File: src/rtl/dump_ctrl.sv
// dump_ctrl: streams ENTRIES samples of one capture channel to a UART, oldest sample first.
// Per byte READ -> LATCH -> SEND -> WAIT_TX (4 cycles min); invalid requests pulse dump_err.
module dump_ctrl #(
   parameter int ADDR_W  = 9,
   parameter int ENTRIES = 2**ADDR_W
) (
   input  logic              clk,
   input  logic              rst,
   input  logic              start_dump,
   input  logic [1:0]        dump_channel,
   input  logic              capture_done,
   input  logic [ADDR_W-1:0] trace_end,
   input  logic [7:0]        rdata0,
   input  logic [7:0]        rdata1,
   input  logic [7:0]        rdata2,
   output logic [2:0]        ram_en,
   output logic [ADDR_W-1:0] ram_addr,
   output logic [7:0]        tx_data,
   output logic              trmt,
   input  logic              tx_done,
   output logic              dump_busy,
   output logic              dump_finished,
   output logic              dump_err
);

   typedef enum logic [2:0] {
      IDLE,
      READ,
      LATCH,
      SEND,
      WAIT_TX,
      FIN
   } state_t;

   localparam logic [ADDR_W-1:0] LP_LAST = ADDR_W'(ENTRIES - 1);

   state_t            r_state;
   state_t            w_next;
   logic [1:0]        r_chan;
   logic [ADDR_W-1:0] r_addr;
   logic [ADDR_W-1:0] r_count;
   logic [7:0]        r_tx_data;
   logic              r_err;

   logic              w_req_ok;
   logic              w_accept;
   logic              w_reject;
   logic              w_last;
   logic [ADDR_W-1:0] w_first_addr;
   logic [ADDR_W-1:0] w_addr_inc;
   logic [7:0]        w_rdata;

   // The oldest sample sits just after the newest one in the circular capture RAM.
   assign w_req_ok     = capture_done && (dump_channel != 2'd3);
   assign w_accept     = (r_state == IDLE) && start_dump && w_req_ok;
   assign w_reject     = (r_state == IDLE) && start_dump && !w_req_ok;
   assign w_last       = (r_count == LP_LAST);
   assign w_first_addr = (trace_end >= LP_LAST) ? '0 : trace_end + ADDR_W'(1);
   assign w_addr_inc   = (r_addr == LP_LAST) ? '0 : r_addr + ADDR_W'(1);

   always_comb begin
      w_rdata = 8'h00;
      case (r_chan)
         2'd0:    w_rdata = rdata0;
         2'd1:    w_rdata = rdata1;
         2'd2:    w_rdata = rdata2;
         default: w_rdata = 8'h00;
      endcase
   end

   always_ff @(posedge clk) begin
      if (rst) begin
         r_state <= IDLE;
      end else begin
         r_state <= w_next;
      end
   end

   // Outputs depend on state and latched channel only, never directly on inputs.
   always_comb begin
      w_next        = r_state;
      ram_en        = 3'b000;
      trmt          = 1'b0;
      dump_finished = 1'b0;
      dump_busy     = (r_state != IDLE);
      case (r_state)
         IDLE: begin
            if (w_accept) begin
               w_next = READ;
            end
         end
         READ: begin
            ram_en = 3'b001 << r_chan;
            w_next = LATCH;
         end
         LATCH: begin
            w_next = SEND;
         end
         SEND: begin
            trmt   = 1'b1;
            w_next = WAIT_TX;
         end
         WAIT_TX: begin
            if (tx_done) begin
               w_next = w_last ? FIN : READ;
            end
         end
         FIN: begin
            dump_finished = 1'b1;
            w_next        = IDLE;
         end
         default: begin
            w_next = IDLE;
         end
      endcase
   end

   always_ff @(posedge clk) begin
      if (rst) begin
         r_chan    <= 2'd0;
         r_addr    <= '0;
         r_count   <= '0;
         r_tx_data <= 8'h00;
         r_err     <= 1'b0;
      end else begin
         r_err <= w_reject;
         case (r_state)
            IDLE: begin
               if (w_accept) begin
                  r_chan  <= dump_channel;
                  r_addr  <= w_first_addr;
                  r_count <= '0;
               end
            end
            LATCH: begin
               r_tx_data <= w_rdata;
            end
            WAIT_TX: begin
               if (tx_done && !w_last) begin
                  r_count <= r_count + ADDR_W'(1);
                  r_addr  <= w_addr_inc;
               end
            end
            default: begin
            end
         endcase
      end
   end

   assign ram_addr = r_addr;
   assign tx_data  = r_tx_data;
   assign dump_err = r_err;

endmodule
File: config.mk
export PLATFORM = sky130hd
export DESIGN_NAME = dump_ctrl
export DESIGN_NICKNAME = d
export VERILOG_FILES = /design/src/rtl/dump_ctrl.sv
export SDC_FILE = /design/constraint.sdc
export NUM_CORES = 1
export LEC_CHECK = 0
export BUFFER_PORTS_ARGS = -buffer_cell sky130_fd_sc_hd__buf_2
export CORE_MARGIN = 2
export CORE_UTILIZATION = 50
export DETAILED_ROUTE_END_ITERATION = 8
export GPL_ROUTABILITY_DRIVEN = 1
export PLACE_DENSITY = 0.79
export SETUP_SLACK_MARGIN = 0.15
export SYNTH_ARGS = -nofsm -noshare
export SYNTH_HDL_FRONTEND = slang
export SYNTH_SLANG_ARGS = --single-unit
File: constraint.sdc
create_clock -name clk -period 2.6 [get_ports clk]
set_clock_uncertainty 0.05 [all_clocks]
set_input_delay 0.26 -clock clk [delete_from_list [all_inputs] [get_ports clk]]
set_output_delay 0.26 -clock clk [all_outputs]
set_load 0.05 [all_outputs]
---- Word level (Yosys, flattened, before mapping) ----
Cells that the tools add are included.
W data, S select, Z words.
word-level totals
  bits in registers ....................... 32
  bits of input ports ..................... 40
  output and inout bits ................... 24
  word-level logic and storage cells ...... 54
operators by class
  add/subtract/negate cells ............... 3
  order comparisons ....................... 1
  equal/unequal tests ..................... 13
  shift-type cells ........................ 1
  mux-type cells .......................... 16
  reductions and logical operators ........ 14
operators with widths
  kind                   count
  $mux W9                6
  $pmux W9 S2            2
  $add A9 B1 Y9 const B  3
  $pmux W8 S3            1
  $eq A9 B9 Y1 const B   2
  $pmux W3 S5            1
  $mux W3                4
  $ge A9 B9 Y1 const B   1
  $ne A2 B2 Y1 const B   4
  $eq A3 B2 Y1 const B   2
  $eq A3 B3 Y1 const B   2
  $logic_and A1 B1 Y1    5
  $reduce_and A2 Y1      2
  $eq A3 B1 Y1 const B   1
  $logic_not A3 Y1       1
  $reduce_and A3 Y1      1
  $reduce_bool A3 Y1     1
  $shl A1 B2 Y3 const A  1
  $eq A2 B1 Y1 const B   1
  $eq A2 B2 Y1 const B   1
  $logic_not A1 Y1       2
  $logic_not A2 Y1       1
  $mux W1                2
  $reduce_bool A2 Y1     1

---- Logic depth before layout (Yosys ltp) ----
Gate-level depths: netlist of run 1.
  depth after elaboration ................. 5
  mapped depth ............................ 10
  mapped depth without buffers ............ 9

---- Least setup slack after synthesis of run 1 ----
Ideal clock, no wire load.
  path type ............................... reg2out
  from .................................... register r_state[1]
  to ...................................... output port ram_en[1]
  arrival time ............................ 2,273 ps
  required time ........................... 2,290 ps
  slack ................................... 17 ps
  stages on the path, launching flop included .. 4
  buffers on the path ..................... 1
  cells stage by stage .................... dfxtp_1 -> clkbuf_8 -> nand2b_1 -> nor4b_1
on the way
  word-level cells in the longest chain between the ends .. 2
ends and longest elaborated chain
  element                 line  RTL
  from (decl)             37    state_t r_state;
  from (signal assigned)  75    r_state <= w_next;
  $eq A3 B1 Y1            86    case (r_state)
  $mux W3                 86
  to (decl)               16    output logic [2:0] ram_en,
Every way passes these cells.

---- Worst setup path in the final report of run 1 ----
  from .................................... register r_count[0]
  to ...................................... register r_addr[1], in the netlist ram_addr[1]
on the way
  word-level cells in the longest chain between the ends .. 5
ends and longest elaborated chain
  element                             line  RTL
  from (decl)                         41    logic [ADDR_W-1:0] r_count;
  from (signal assigned)              140   r_count <= r_count + ADDR_W'(1);
  $eq A9 B9 Y1                        57    assign w_last = (r_count == LP_LAST);
  $logic_not A1 Y1                    139   if (tx_done && !w_last) begin
  $logic_and A1 B1 Y1                 139
  $ne A2 B2 Y1 (no source line)       --
  $reduce_and A3 Y1 (no source line)  --
  to (signal assigned)                131   r_addr <= w_first_addr;
  to (signal assigned)                141   r_addr <= w_addr_inc;
  to (decl)                           40    logic [ADDR_W-1:0] r_addr;
Every way passes these cells.
A chain may end at the register's enable or synchronous reset.

==> results_dict.tcl, run 1 <==
set metrics [dict create \
    final_layout_size_suffix_gt1_share_pct 29.8 \
    clock.fmax_mhz 449 \
    worstPathRequired_ns 2.70 \
    floorplan.die.width_um 66.3 \
    cts.repair.resized 0 \
    grt_max_degree 27 \
    synthesis.nets 275 \
    first_iter_violations 103 \
    design.portCount 64 \
    grt_util_all_layers_pct 21.4 \
    drt-pass1-iter-count 4 \
    cell_leakage_power_nw 1.01 \
    yosys_register_bits 32 \
    cts_max_level 2 \
    hold_viol_final 0 \
    worst-path-buf-inv 0 \
    timing.critical_path.slowest_cell_delay_ns 0.37 \
    vias_in_the_first_global_route 1678 \
    regArea_um2 641 \
    wl_per_cell_um 13.6 \
    critical-path-top-delay-family "simple AND/OR/NAND/NOR gates" \
    drcViolationCount 0 \
    path_clk_slew_ns 0.07 \
    cell_count_post_placement 329 \
    worstSetupPathType "reg -> reg" \
    tightestPinTransition_ns 0.548 \
    drt-total-wl_um 4570 \
    fin_worst_hold_slack_ns 0.175 \
    worstPathCellList "ha_1 > nand2_1 > nor3_1 > ha_1 > nand2b_4 > a211o_4 > or2_4 > a221oi_1 > nor3_1" \
    cap_viol_max_count 0 \
    layout-area-overhead-vs-synth_pct 21.6 \
    max-vdd-ir-drop_v 0.000355 \
    grt_pass1_wl_um 7290 \
    dp_hpwl_um 3360 \
    critical_path.startpoint_type "register" \
    synth_sequential_area_ratio_pct 33.0 \
    worstHoldPathType "in -> reg" \
    global_route.overflow_total 0 \
    placement_row_count 22 \
    number_of_antenna_violations_at_the_first_check_in_global_routing 0 \
    post-cts-setup-buffer-count 0 \
    final.setup.tns_ns 0 \
    num_vias 1867 \
    replace_congestion 0.875 \
    power.density_nw_per_um2 603 \
    synth.yosys.warnings 0 \
    antenna_violating_nets_left 0 \
    setup_violations 0 \
    post-route-period-util_pct 85.7 \
    cts.sinks 32 \
    die_area_um2 4400 \
    start_util_pct 52.6 \
    portBuffers 63 \
    multi_input_comb_area_um2 1180 \
    final_period_minus_worst_setup_slack_ns 2.23 \
    clockRootBuffer "clkbuf_8" \
    cts_tree "built" \
    cts_made_buffers 5 \
    netlist_instances 228 \
    ctsHoldBuffers 0 \
    fill_cell_count 350 \
    post_synth.cell_area_avg_um2 8.52 \
    fp.coreArea_um2 3690 \
    clock_latency_at_the_later_pin_of_the_worst_skew_pair_ns 0.29 \
    run_status "complete, no violations" \
    dieHeight_um 66.3 \
    synth_cell_type_count 44 \
    slew_viol_final 0 \
    crit_path_end_kind "register" \
    synth.cell_area_um2 1940 \
    critical_path_peak_fanout 10 \
    worst-endpoint-arrival_ns 2.33 \
    timing.critical_path.slowest_stage_cell "a211o_4" \
    antennaDiodeCount 0 \
    cts_buffer_depth 2 \
    design.final.nets 335 \
    ys_dominant_reg_cell "dfxtp_1" \
    synth-edff-count 0 \
    instances_no_fill 337 \
    asyncSetResetFlopFracSynth_pct 0 \
    grt_setup_unrepaired "false" \
    detail_route.vias_per_cell 5.54 \
    normalized_max_slew_margin_pct 63.4 \
]
[area by class of cell]
type	count	area share (%)
repair buffers	66	14.3
clock buffers	7	4.08
well taps	48	2.54
clock inverters	1	1.27
inverters	4	0.636
flip-flops and latches	32	27.1
multi-input cells	179	50.0
[report_power, final]
| part | switching (mW) | internal (mW) | leakage [nW] |
|---|---|---|---|
| Combinational | 0.224 | 0.114 | 0.684 |
| Sequential | 0.0385 | 0.522 | 0.260 |
| Clock | 0.186 | 0.338 | 0.0645 |
[worst register-to-register path, delay by kind of cell, from the launching register on]
kind,cells,cell delay [ns]
AO/OA/AOI/OAI,2,0.59
adder cells (fa/ha/maj),2,0.39
AND/OR/NAND/NOR,5,0.73
flip-flops,1,0.34
[cells by family after synthesis]
kind of cell | count (synthesis) | synth area share [%]
buffers and inverters | 17 | 6.64
AND/OR/NAND/NOR | 105 | 27.2
AO/OA/AOI/OAI | 41 | 16.3
XOR/XNOR | 16 | 7.22
adder cells (fa/ha/maj) | 7 | 4.51
flip-flops | 32 | 33.0
multiplexers | 10 | 5.15
[Yosys cell counts, types with 2 or more instances]
master,count,area [um2]
nor2_1,44,165
dfxtp_1,32,641
a21oi_1,14,70.1
nand2_1,12,45.0
xnor2_1,12,105
a211oi_1,10,75.1
mux2i_1,10,100
nand3_1,10,50.1
nor3_1,9,45.0
ha_1,7,87.6
clkbuf_8,5,68.8
clkbuf_1,4,15.0
inv_1,4,15.0
nor4_1,4,25.0
o32ai_1,4,35.0
xor2_1,4,35.0
and2_1,3,18.8
nand2b_1,3,18.8
nand4_1,3,18.8
nor4b_1,3,26.3
a221oi_1,2,17.5
and3_1,2,12.5
buf_2,2,10.0
nor2b_1,2,12.5
nor3b_1,2,15.0
nor3b_2,2,25.0
o21ai_0,2,10.0
[cell usage in the layout (no fill, tap or decap), drive strengths merged, types with 2 or more instances in the layout]
| cell type | instances |
|---|---|
| xnor2 | 12 |
| mux2i | 10 |
| or2 | 2 |
| o21ai | 2 |
| nor4 | 4 |
| nand4 | 3 |
| clkbuf | 7 |
| buf | 66 |
| and2 | 3 |
| nor2 | 44 |
| xor2 | 4 |
| nand2b | 4 |
| and3 | 3 |
| a21oi | 15 |
| nand3 | 10 |
| nor2b | 2 |
| nor4b | 3 |
| a221oi | 3 |
| nor3 | 9 |
| a211oi | 10 |
| ha | 7 |
| dfxtp | 32 |
| inv | 4 |
| nor3b | 4 |
| nand2 | 12 |
| o32ai | 4 |
[path summary, 6_finish.rpt]
check | startpoint | to | slack (ns) | cells after the start
max | r_count[0] | ram_addr[1] | 0.37 | 9
min | dump_channel[0] | r_chan[0] | 0.18 | 3
max reg2reg | r_count[0] | ram_addr[1] | 0.37 | 9
min reg2reg | r_count[8] | r_count[8] | 0.42 | 2
[stage by stage]
step | power [mW] | cell area, um2 | setup WS [ns] | util, %
2_1_floorplan | 0.822 | 1950 | 0.211 | -
3_3_place_gp | 0.899 | 2230 | 0.363 | 60.5
3_5_place_dp | 0.906 | 2230 | 0.277 | 60.5
4_1_cts | 1.43 | 2360 | 0.270 | 63.9
5_1_grt | 1.48 | 2360 | 0.229 | 64.0
6_report | 1.42 | 2360 | 0.372 | 64.0
[sequential cells by signal, summed over array words and instances, names as in the netlist]
signal / flops
r_chan: 2
ram_addr: 9
r_state: 3
r_count: 9
dump_err: 1
tx_data: 8
[per-layer routing]
metal	GRT usage, %	vias to the layer above	part of all wire, %
met5	0	-	0
met4	9.69	0	2.0
met3	5.28	8	4.6
met2	35.1	51	49
met1	26.1	872	44
li1	-	936	-
Note: power is estimated with default switching activity, not from simulation.
==> inputs of run 2 (changes only) <==
ABC_AREA = 1   (was unset)
CORE_UTILIZATION = 52   (was 50)
PLACE_DENSITY = 0.81   (was 0.79)
==> results_dict.tcl, run 2 <==
set metrics [dict create \
    setup_violations 0 \
    power.density_nw_per_um2 692 \
    grt_pass1_wl_um 7440 \
    synth_simple_gate_area_share_pct 42.4 \
    synth-edff-count 0 \
    replace_congestion 0.849 \
    critical_path_peak_fanout 24 \
    crit_path_end_kind "register" \
    floorplan.die.width_um 67.7 \
    post-route-period-util_pct 77.6 \
    wl_per_cell_um 10.8 \
    start_util_pct 53.5 \
    detail_route.vias_per_cell 4.86 \
    cts_tree "built" \
    final.setup.tns_ns 0 \
    yosys.cell_count.top_type "nand2_1" \
    post-cts-setup-buffer-count 0 \
    worstPathRequired_ns 2.71 \
    synth_top_area_cell "dfxtp_1" \
    antenna_violating_nets_left 0 \
    max-vdd-ir-drop_v 0.000309 \
    cts_made_buffers 5 \
    synthDominantCellAreaShare_pct 30.4 \
    netlist_instances 331 \
    design_power_total_mw 1.76 \
    tightestPinTransition_ns 0.527 \
    yosys-top-cells-count "nand2_1, nor2_1, inv_1" \
    vias_in_the_first_global_route 1793 \
    final_layout_size_suffix_gt1_share_pct 23.7 \
    cts.repair.resized 0 \
    final_period_minus_worst_setup_slack_ns 2.02 \
    synth.yosys.warnings 0 \
    ys_dominant_reg_cell "dfxtp_1" \
    first_iter_violations 50 \
    design.portCount 64 \
    run_status "complete, no violations" \
    drt-total-wl_um 4810 \
    worstHoldPathType "in -> reg" \
    clock_latency_at_the_later_pin_of_the_worst_skew_pair_ns 0.28 \
    yosys_register_bits 32 \
    layout-area-overhead-vs-synth_pct 20.8 \
    synth-compound-area-share_pct 11.2 \
    worstSetupPathType "reg -> reg" \
    synth_sequential_area_ratio_pct 30.4 \
    grt_max_degree 25 \
    dieHeight_um 67.7 \
    num_vias 2174 \
    asyncSetResetFlopFracSynth_pct 0 \
    grt_util_all_layers_pct 21.5 \
    ctsHoldBuffers 0 \
    drt-pass1-iter-count 4 \
    fp.coreArea_um2 3940 \
    layout_commonest_cell "nand2_1" \
    grt_setup_unrepaired "false" \
    cts.sinks 32 \
    synth-adder-area-share_pct 4.15 \
    cell_leakage_power_nw 1.26 \
    synth.area.mux_share_pct 0 \
    layout.core_utilization_pct 64.6 \
    synth_xor_xnor_area_share_pct 1.66 \
    synth_cell_type_count 32 \
    cts_max_level 2 \
    cts_buffer_depth 2 \
    drcViolationCount 0 \
    synthesis.nets 378 \
    clockRootBuffer "clkbuf_8" \
    most-common-layout-cells "nand2_1, buf_2, nor2_1" \
    clock.fmax_mhz 496 \
    design.final.nets 443 \
    die_area_um2 4580 \
    worst-endpoint-arrival_ns 2.13 \
    path_clk_slew_ns 0.07 \
    slew_viol_final 0 \
    critical_path.startpoint_type "register" \
    ys_top_cells_by_area "dfxtp_1, nand2_1, nor2_1, inv_1, nand3_1" \
    global_route.overflow_total 0 \
    synth.cell_area_um2 2110 \
    normalized_max_slew_margin_pct 64.7 \
    number_of_antenna_violations_at_the_first_check_in_global_routing 0 \
    post_synth.cell_area_avg_um2 6.37 \
    synth_top_family_by_area "simple AND/OR/NAND/NOR gates" \
    portBuffers 63 \
    cap_viol_max_count 0 \
    hold_viol_final 0 \
    dp_hpwl_um 3820 \
    antennaDiodeCount 0 \
    placement_row_count 23 \
]
run 2: changes by cell type in the layout (fill, tap and decap cells not counted), moves of 10 or more:
| cell | previous run | this run |
|---|---|---|
| nand2_1 | 12 | 98 |
| mux2i_1 | 10 | 0 |
| a211oi_1 | 10 | 0 |
| xnor2_1 | 12 | 1 |
| nand3_1 | 10 | 27 |
| inv_1 | 4 | 37 |
run 2: critical path: stages (launching register included):
cell     delay (ns)
dfxtp_1        0.34
ha_1           0.21
nand2_1        0.08
inv_1          0.05
nand2_1        0.09
nor3_1         0.06
ha_1           0.17
inv_1          0.06
nand2_1        0.07
a21oi_4        0.26
nand2_8        0.11
inv_8          0.15
nand2_1        0.06
o21ai_1        0.08
nor2_1         0.06
run 2: layout make-up:
type	instances	area, um2
Inverter	41	164
Fill cell	364	1400
Clock inverter	3	42.5
Timing Repair Buffer	63	315
Multi-Input combinational cell	253	1250
Tap cell	50	62.6
Sequential cell	32	641
Clock buffer	5	68.8
run 2: final timing paths:
path	startpoint	endpoint	slack, ns	cells after the start
worst min register to register	tx_data[6]	tx_data[6]	0.41	2
worst min-delay path	dump_channel[0]	r_chan[0]	0.25	3
worst max-delay path	r_count[0]	r_count[1]	0.58	14
worst max register to register	r_count[0]	r_count[1]	0.58	14
run 2: routing by layer:
layer  global-route usage, %  share of wire, %  vias up
met1                    23.7                43      922
met4                    7.40               1.1        0
met5                       0                 0        -
met3                    4.50               6.8        5
li1                        -                 -     1180
met2                    40.3                49       67
run 2: per-stage QoR:
stage / area [um2] / hold WS (ns) / std cells / setup slack [ns]
2_1_floorplan: 2110 / 0.401 / 331 / 0.557
3_3_place_gp: 2440 / 0.402 / 439 / 0.678
3_5_place_dp: 2440 / 0.408 / 439 / 0.595
4_1_cts: 2550 / 0.231 / 447 / 0.583
5_1_grt: 2550 / 0.267 / 447 / 0.392
6_report: 2550 / 0.246 / 447 / 0.584
run 2: cell families after synthesis:
group,Yosys count
AND/OR/NAND/NOR,202
AO/OA/AOI/OAI,40
flip-flops,32
adder cells (fa/ha/maj),7
buffers and inverters,46
XOR/XNOR,4
run 2: report_power, final:
group          switching (mW)  internal (mW)  total [mW]  leakage [nW]
Sequential             0.0716          0.556       0.628         0.261
Combinational           0.478          0.188       0.666         0.944
Clock                   0.185          0.283       0.469        0.0541
Total                   0.735           1.03        1.76          1.26
==> inputs of run 3 (changes only) <==
clock period = 1.91 ns   (was 2.6 ns; I/O delays follow)
==> results_dict.tcl, run 3 (same netlist as run 2, synthesis figures left out) <==
set metrics [dict create \
    run_status "complete, but fails checks" \
    failing_checks "negative setup slack" \
    normalized_max_slew_margin_pct 57.3 \
    antennaDiodeCount 0 \
    hold_viol_final 0 \
    grt_setup_unrepaired "true" \
    clockRootBuffer "clkbuf_8" \
    gr-max-usage-layer "met2" \
    detail_route.vias_per_cell 5.26 \
    fin_worst_hold_slack_ns 0.144 \
    grt_max_degree 18 \
    floorplan.die.width_um 67.7 \
    grt_pass1_wl_um 8960 \
    num_vias 2448 \
    most-common-layout-cells "nand2_1, buf_2, nor2_1" \
    global_route.overflow_total 0 \
    cts_tree "built" \
    setup_slack_ns -0.0442 \
    path_clk_slew_ns 0.08 \
    worstPathRequired_ns 2.05 \
    layout-area-overhead-vs-synth_pct 38.0 \
    clock.fmax_mhz 512 \
    design.portCount 64 \
    hp-start "dump_channel[1]" \
    groute.layer.met2.usage_pct 49.8 \
    met1_track_demand_over_resource_in_global_routing_pct 26.0 \
    worst-endpoint-arrival_ns 2.09 \
    r2r_end "ram_addr[8]" \
    dpl-instance-area_um2 2520 \
    setup_slack_after_placement_ns -0.0209 \
    dp_hpwl_um 3860 \
    grt_util_all_layers_pct 26.0 \
    cts_max_level 2 \
    fp.coreArea_um2 3940 \
    power.density_nw_per_um2 952 \
    grt_util_met3_pct 6.83 \
    tightestPinTransition_ns 0.638 \
    dieHeight_um 67.7 \
    whs_endpoint "r_chan[1]" \
    ctsHoldBuffers 0 \
    post-route-period-util_pct 102 \
    placement_row_count 23 \
    cts_made_buffers 5 \
    reg2reg_from "r_count[1]" \
    max-vdd-ir-drop_v 0.000448 \
    drcViolationCount 0 \
    cap_viol_max_count 0 \
    vias_in_the_first_global_route 2137 \
    design_power_total_mw 2.77 \
    design.final.nets 461 \
    reg2reg_slack_ns -0.04 \
    portBuffers 63 \
    cell_leakage_power_nw 1.41 \
    drt-total-wl_um 6140 \
    worstSetupPathType "reg -> reg" \
    clock_latency_at_the_later_pin_of_the_worst_skew_pair_ns 0.30 \
    cts_buffer_depth 2 \
    first_iter_violations 100 \
    worstHoldPathType "in -> reg" \
    final_period_minus_worst_setup_slack_ns 1.95 \
    cts.sinks 32 \
    final_layout_size_suffix_gt1_share_pct 36.4 \
    die_area_um2 4580 \
    layout_commonest_cell "nand2_1" \
    number_of_antenna_violations_at_the_first_check_in_global_routing 0 \
    setup_violations 7 \
    start_util_pct 53.5 \
    crit_path_end_kind "register" \
    wl_per_cell_um 13.2 \
    critical_path_peak_fanout 6 \
    critical_path.startpoint_type "register" \
    timing.hold.worst_path_depth 3 \
    antenna_violating_nets_left 0 \
    ff2ff_path_depth 14 \
    replace_congestion 0.877 \
    drt-pass1-iter-count 4 \
    finalInstanceArea_um2 2910 \
    slew_viol_final 0 \
]
==> run 3: cell count changes in the layout (fill, tap and decap cells not counted), moves of 7 or more <==
cell | before | now
buf_4 | 0 | 17
nand2_1 | 98 | 87
dfxtp_1 | 32 | 23
nand2_4 | 1 | 10
dfxtp_2 | 0 | 7
o21ai_2 | 0 | 7
==> run 3: worst max path at each step <==
stage	start	endpoint	slack, ns	depth (start not counted)
after global placement	r_count[0]	ram_addr[5]	0.05	14
final	r_count[1]	ram_addr[8]	-0.04	14
after CTS	r_count[0]	ram_addr[5]	0.09	14
after floorplan	r_state[2]	ram_en[0]	-0.05	3
after detailed placement	r_count[0]	ram_addr[5]	-0.02	14
after global routing	r_count[1]	ram_addr[0]	-0.14	14
==> run 3: per-stage QoR <==
stage               utilization (%)  setup TNS [ns]  instances
finish                         73.8          -0.119        465
global placement               63.9               0        441
CTS                            71.0               0        464
global route                   73.8           -1.53        465
detailed placement             63.9         -0.0370        441
floorplan                         -          -0.151        331
==> run 3: final cells by class <==
type / instances / area (um2)
inverters: 41 / 173
repair buffers: 78 / 439
fillers: 312 / 1030
clock inverters: 1 / 30.0
multi-input cells: 254 / 1420
well taps: 50 / 62.6
clock buffers: 7 / 96.3
flip-flops and latches: 32 / 657
repair inverters: 2 / 32.5
==> run 3: routing by layer <==
| metal | share of wire (%) | vias up |
|---|---|---|
| met4 | 3.6 | 0 |
| met5 | 0 | - |
| met2 | 51 | 105 |
| met1 | 38 | 1100 |
| met3 | 7.5 | 26 |
| li1 | - | 1217 |
==> run 3: power by group <==
group          internal [mW]  total [mW]  switching, mW  leakage (nW)
sequential             0.769       0.882          0.112         0.265
clock                  0.460       0.732          0.271        0.0645
combinational          0.358        1.16          0.800          1.08
total                   1.59        2.77           1.18          1.41
==> run 3: worst max-delay path: stages (launching register included) <==
cell	delay [ns]
dfxtp_4	0.36
ha_4	0.16
nand2_4	0.07
inv_2	0.04
nand2_2	0.09
nor3_2	0.05
ha_2	0.17
inv_2	0.05
nand2_2	0.05
a21oi_4	0.26
nand2_8	0.17
inv_16	0.12
nand2_2	0.05
nor2_1	0.11
nor2_1	0.05
==> run 3: repair_timing <==
| action | CTS | global route |
|---|---|---|
| endpoints found under the setup margin | 20 | 22 |
| setup buffers | 12 | 1 |
| pin swaps | 10 | 11 |
| resized for setup | 15 | 26 |
| gates cloned | 3 | 0 |
